--- src/rtl/gpio_pad_chain.sv ---
// gpio_pad_chain
// Pad-side responder for the GPIO pad daisy chain. All chain pins are
// sampled through two-flop synchronizers into the mclk domain. A complete
// configuration frame is committed to pad_cfg on a load strobe, and the
// pad input levels are returned on the serial output.
module gpio_pad_chain #(
  parameter int NPAD = 8,
  parameter int CFGW = 4,
  parameter logic [NPAD*CFGW-1:0] CFG_RST = {(NPAD*CFGW){1'b0}}
) (
  input  logic                 mclk,
  input  logic                 h_reset_n,
  input  logic                 shift_rstn,
  input  logic                 shift_clock,
  input  logic                 shift_load,
  input  logic                 shift_data_in,
  output logic                 shift_data_out,
  input  logic [NPAD-1:0]      pad_in,
  output logic [NPAD*CFGW-1:0] pad_cfg,
  output logic                 cfg_valid,
  output logic                 frame_err
);

  localparam int TOT = NPAD * CFGW;
  localparam int CW  = $clog2(TOT + 2);
  // A full frame, and the saturation value that marks an overlong frame.
  localparam logic [CW-1:0] CNT_FULL = CW'(TOT);
  localparam logic [CW-1:0] CNT_SAT  = CW'(TOT + 1);

  // Synchronizer bit positions: {rstn, clock, load, data}.
  localparam int S_RSTN = 3;
  localparam int S_CLK  = 2;
  localparam int S_LOAD = 1;
  localparam int S_DIN  = 0;

  logic [3:0]     sync1_d, sync1_q;
  logic [3:0]     sync2_d, sync2_q;
  // Third stage for edge detection: {clock, load}.
  logic [1:0]     prev_d, prev_q;

  logic [TOT-1:0] shift_reg_d, shift_reg_q;
  logic [CW-1:0]  bit_cnt_d, bit_cnt_q;
  logic [TOT-1:0] pad_cfg_d, pad_cfg_q;
  logic           cfg_valid_d, cfg_valid_q;
  logic           frame_err_d, frame_err_q;
  logic           sdo_d, sdo_q;

  logic           chain_run_s;
  logic           shift_rise_s;
  logic           load_rise_s;

  assign chain_run_s  = sync2_q[S_RSTN];
  assign shift_rise_s = sync2_q[S_CLK]  & ~prev_q[1];
  assign load_rise_s  = sync2_q[S_LOAD] & ~prev_q[0];

  // Synchronizer pipeline and serial-out next values.
  always_comb begin
    sync1_d = {shift_rstn, shift_clock, shift_load, shift_data_in};
    sync2_d = sync1_q;
    prev_d  = {sync2_q[S_CLK], sync2_q[S_LOAD]};
    sdo_d   = shift_reg_q[TOT-1];
  end

  // Frame engine: chain reset beats load, load beats shift.
  always_comb begin
    shift_reg_d = shift_reg_q;
    bit_cnt_d   = bit_cnt_q;
    pad_cfg_d   = pad_cfg_q;
    cfg_valid_d = cfg_valid_q;
    frame_err_d = frame_err_q;
    if (!chain_run_s) begin
      shift_reg_d = {TOT{1'b0}};
      bit_cnt_d   = {CW{1'b0}};
    end else if (load_rise_s) begin
      if (bit_cnt_q == CNT_FULL) begin
        pad_cfg_d   = shift_reg_q;
        cfg_valid_d = 1'b1;
        frame_err_d = 1'b0;
      end else begin
        frame_err_d = 1'b1;
      end
      // Status frame goes out MSB first, so pad_in[NPAD-1] leads.
      shift_reg_d = {pad_in, {(TOT-NPAD){1'b0}}};
      bit_cnt_d   = {CW{1'b0}};
    end else if (shift_rise_s) begin
      shift_reg_d = {shift_reg_q[TOT-2:0], sync2_q[S_DIN]};
      if (bit_cnt_q != CNT_SAT) begin
        bit_cnt_d = bit_cnt_q + CW'(1);
      end else begin
        bit_cnt_d = bit_cnt_q;
      end
    end else begin
      shift_reg_d = shift_reg_q;
    end
  end

  // State registers; the rstn synchronizer resets low so the chain starts held.
  always_ff @(posedge mclk or negedge h_reset_n) begin
    if (!h_reset_n) begin
      sync1_q     <= 4'b0000;
      sync2_q     <= 4'b0000;
      prev_q      <= 2'b00;
      shift_reg_q <= {TOT{1'b0}};
      bit_cnt_q   <= {CW{1'b0}};
      pad_cfg_q   <= CFG_RST;
      cfg_valid_q <= 1'b0;
      frame_err_q <= 1'b0;
      sdo_q       <= 1'b0;
    end else begin
      sync1_q     <= sync1_d;
      sync2_q     <= sync2_d;
      prev_q      <= prev_d;
      shift_reg_q <= shift_reg_d;
      bit_cnt_q   <= bit_cnt_d;
      pad_cfg_q   <= pad_cfg_d;
      cfg_valid_q <= cfg_valid_d;
      frame_err_q <= frame_err_d;
      sdo_q       <= sdo_d;
    end
  end

  assign shift_data_out = sdo_q;
  assign pad_cfg        = pad_cfg_q;
  assign cfg_valid      = cfg_valid_q;
  assign frame_err      = frame_err_q;

endmodule

--- config.mk ---
export PLATFORM = sky130hd
export DESIGN_NAME = gpio_pad_chain
export DESIGN_NICKNAME = d
export VERILOG_FILES = /design/src/rtl/gpio_pad_chain.sv
export SDC_FILE = /design/constraint.sdc
export NUM_CORES = 1
export LEC_CHECK = 0
export BUFFER_PORTS_ARGS = -buffer_cell sky130_fd_sc_hd__buf_2
export CORE_UTILIZATION = 49
export CTS_CLUSTER_SIZE = 24
export DETAILED_ROUTE_END_ITERATION = 10
export PLACE_DENSITY = 0.7
export SLEW_MARGIN = 15
export SYNTH_ARGS = -nofsm -noshare
export SYNTH_HDL_FRONTEND = slang
export SYNTH_SLANG_ARGS = --single-unit
--- constraint.sdc ---
create_clock -name mclk -period 2.15 [get_ports mclk]
set_input_delay 0.215 -clock mclk [delete_from_list [all_inputs] [get_ports mclk]]
set_output_delay 0.215 -clock mclk [all_outputs]
set_load 0.03 [all_outputs]
==> impl_metrics.tcl <==
set metrics [dict create \
    outcome "completed" \
    leakage_nw 2.02 \
    grt.total_usage_pct 18.8 \
    slowest_delay_ns 0.44 \
    reg2reg_from "bit_cnt_q[3]" \
    drive_gt1_share_pct 32.9 \
    drc_errors 0 \
    synth_top_area_cell "dfrtp_1" \
    dp_hpwl_mm 3.99 \
    synth_ff_type "dfrtp_1" \
    max-cap-violations 0 \
    vias 2171 \
    hp-class "in -> reg" \
    post_dp_cell_area_um2 3730 \
    pwr-share-seq_pct 55.2 \
    syn_to_final_growth_pct 17.6 \
    final_area_um2 3990 \
    first_pass_iters 4 \
    initial_core_util_pct 52.0 \
    whs_ns 0.101 \
    finalWeightedCongestion 0.818 \
    syn_area_per_cell_um2 12.6 \
    fmax_ghz 0.609 \
    fin_skew_ns 0.00869 \
    grt_pass1_vias 2169 \
    setup_viol 0 \
    switchingPower_w 0.000641 \
    ys_top_cells_by_area "dfrtp_1 (61%), mux2_4 (12%), nand2_1 (6.5%)" \
    tns_ns 0 \
    cp-start-kind "flop" \
    worst_pin_slew_ns 0.462 \
    r2r_end "pad_cfg[30]" \
    antenna_found_initial 0 \
    portBuffers 48 \
    synth_cell_type_count 27 \
    min_to "shift_reg_q[25]" \
    overflow 0 \
    syn-cell-area_um2 3400 \
    worst-setup-path-type "reg -> reg" \
    end_kind "flop" \
    seq_area_frac_synth_pct 61.2 \
    cts_resized 0 \
    p_int_w 0.00227 \
    routed_wl_mm 6.10 \
    cts_tree "yes" \
    grt_max_degree 36 \
    critPathSlowestCell "dfrtp_1" \
    slew-limit-headroom_pct 69.2 \
    synth_nets 286 \
    pwr-share-comb_pct 5.3 \
    swShare_pct 22.0 \
    clock_latency_ns 0.35 \
    final.period_utilization_pct 76.3 \
    ys_ff_latch 83 \
    dieArea_um2 7270 \
    critPathMaxFanout 18 \
    ant_nets 0 \
    postSynth.asyncResetShare_pct 100 \
    finalHoldViolations 0 \
    hold_buffers 5 \
    synthCells 269 \
    powerDensity_nw_per_um2 730 \
    diodes 0 \
    worstHoldStart "pad_in[1]" \
    cts_setup_buffers 0 \
    reg2reg_depth 4 \
    wl_per_cell_um 14.9 \
    post_drt_via_cell_ratio 5.32 \
    hold_depth 3 \
    rsz0062_at_grt "no" \
    clkTransAtPathRegs_ns 0.07 \
    crit_path_cell_trace "nor4b_4 -> nand3_4 -> buf_4 -> mux2_4" \
    arrival_ns 1.87 \
    clkPwrFrac_pct 39.6 \
    yosys_warnings 0 \
    min_period_ns 1.64 \
    die_w_um 85.2 \
    drtIter0Drc 158 \
    ctsRootBufferMaster "clkbuf_8" \
    core-area_um2 6530 \
    io_pins 49 \
    h-tree-depth 3 \
    cts_sinks 83 \
    cts_made_buffers 9 \
    ir_drop_uv 655 \
    finalNetCount 343 \
    clockBufferDepth 2 \
    die_y_um 85.2 \
    reg2reg_slack_ns 0.51 \
    synth_edf_count 0 \
    grt_pass1_wl_mm 10.4 \
    synth_top_area_share_pct 61.2 \
    rows 29 \
    crit_required_ns 2.38 \
    slew_viol_final 0 \
    total_power_w 0.00291 \
]
==> power by group through the flow <==
| stage | clock (W) | combinational [W] | sequential (W) |
|---|---|---|---|
| finish | 0.00115 | 0.000153 | 0.00161 |
| floorplan | 0 | 0.0000758 | 0.00164 |
| global placement | 0 | 0.000149 | 0.00164 |
| global route | 0.00125 | 0.000173 | 0.00161 |
| detailed placement | 0 | 0.000150 | 0.00164 |
| CTS | 0.00120 | 0.000157 | 0.00161 |
==> placed cells by master (no fill, tap or decap), drive strengths merged, types with 2 or more instances in the layout <==
cell type / Yosys / routed
dfrtp: 83 / 83
nand2: 59 / 59
buf: 6 / 58
mux2: 32 / 32
a21oi: 27 / 27
clkbuf: 11 / 12
nand3: 9 / 9
o211ai: 8 / 8
a2bb2oi: 8 / 8
dlygate4sd3: 0 / 5
nand3b: 4 / 4
mux2i: 4 / 4
inv: 3 / 3
nand2b: 3 / 3
ha: 3 / 3
clkinv: 0 / 2
==> metal layers <==
layer | wire length, µm | part of all wire [%] | vias up | global-route usage (%)
met4 | 114 | 1.9 | 0 | 7.86
met3 | 207 | 3.4 | 10 | 4.57
met2 | 2910 | 48 | 45 | 28.7
met1 | 2870 | 47 | 1081 | 25.8
met5 | 0 | 0 | - | 0
li1 | - | - | 1035 | -
==> state kept, by name (all words and copies together), names as in the netlist <==
register and cells:
pad_cfg 32, bit_cnt_q 6, sync1_q 4, sync2_q 4, frame_err 1, shift_data_out 1
prev_q 2, cfg_valid 1, shift_reg_q 32
==> Yosys cell counts, types with 2 or more instances <==
| library cell | number |
|---|---|
| a2bb2oi_1 | 8 |
| buf_4 | 2 |
| nand2b_1 | 3 |
| a21oi_1 | 27 |
| nand3_1 | 8 |
| clkbuf_1 | 11 |
| mux2i_1 | 4 |
| o211ai_1 | 8 |
| dfrtp_1 | 83 |
| mux2_2 | 4 |
| ha_1 | 3 |
| inv_1 | 3 |
| buf_6 | 3 |
| nand2_1 | 59 |
| nand3b_1 | 4 |
| mux2_4 | 28 |
==> how the worst max path moves through the flow <==
| stage | endpoint | cells past startpoint | start |
|---|---|---|---|
| 2_1_floorplan | pad_cfg[10] | 4 | bit_cnt_q[3] |
| 5_1_grt | pad_cfg[2] | 5 | bit_cnt_q[0] |
| 3_5_place_dp | pad_cfg[27] | 4 | bit_cnt_q[3] |
| 4_1_cts | pad_cfg[29] | 4 | bit_cnt_q[2] |
| 3_3_place_gp | pad_cfg[31] | 5 | bit_cnt_q[0] |
| 6_report | pad_cfg[30] | 4 | bit_cnt_q[3] |
==> critical path: cells and delay by family (launching register included) <==
family                 cells  cell delay [ns]
flip-flops                 1             0.44
buffers and inverters      1             0.25
AND/OR/NAND/NOR            2             0.51
multiplexers               1             0.32
==> layout make-up <==
| cell class | instances | area, µm² |
|---|---|---|
| Tap cell | 77 | 96.3 |
| Clock buffer | 12 | 165 |
| Fill cell | 538 | 2540 |
| Sequential cell | 83 | 2080 |
| Timing Repair Buffer | 63 | 380 |
| Multi-Input combinational cell | 166 | 1220 |
| Inverter | 3 | 11.3 |
| Clock inverter | 4 | 47.5 |
==> cell families (layout without fill, tap and decap cells) <==
family	Yosys count	after routing	share of synthesized area (%)
AND/OR/NAND/NOR	81	81	11.3
buffers and inverters	20	82	3.09
adder cells (fa/ha/maj)	3	3	1.11
multiplexers	36	36	14.9
flip-flops	83	83	61.2
AO/OA/AOI/OAI	46	46	8.44
==> through the flow <==
step | setup WS (ns) | utilization, % | std cells
after floorplan | 0.620 | - | 269
after global placement | 0.547 | 57.1 | 387
after detailed placement | 0.512 | 57.1 | 387
after CTS | 0.509 | 61.1 | 408
after global routing | 0.431 | 61.1 | 408
final | 0.509 | 61.1 | 408
(Power assumes the default switching activity.)
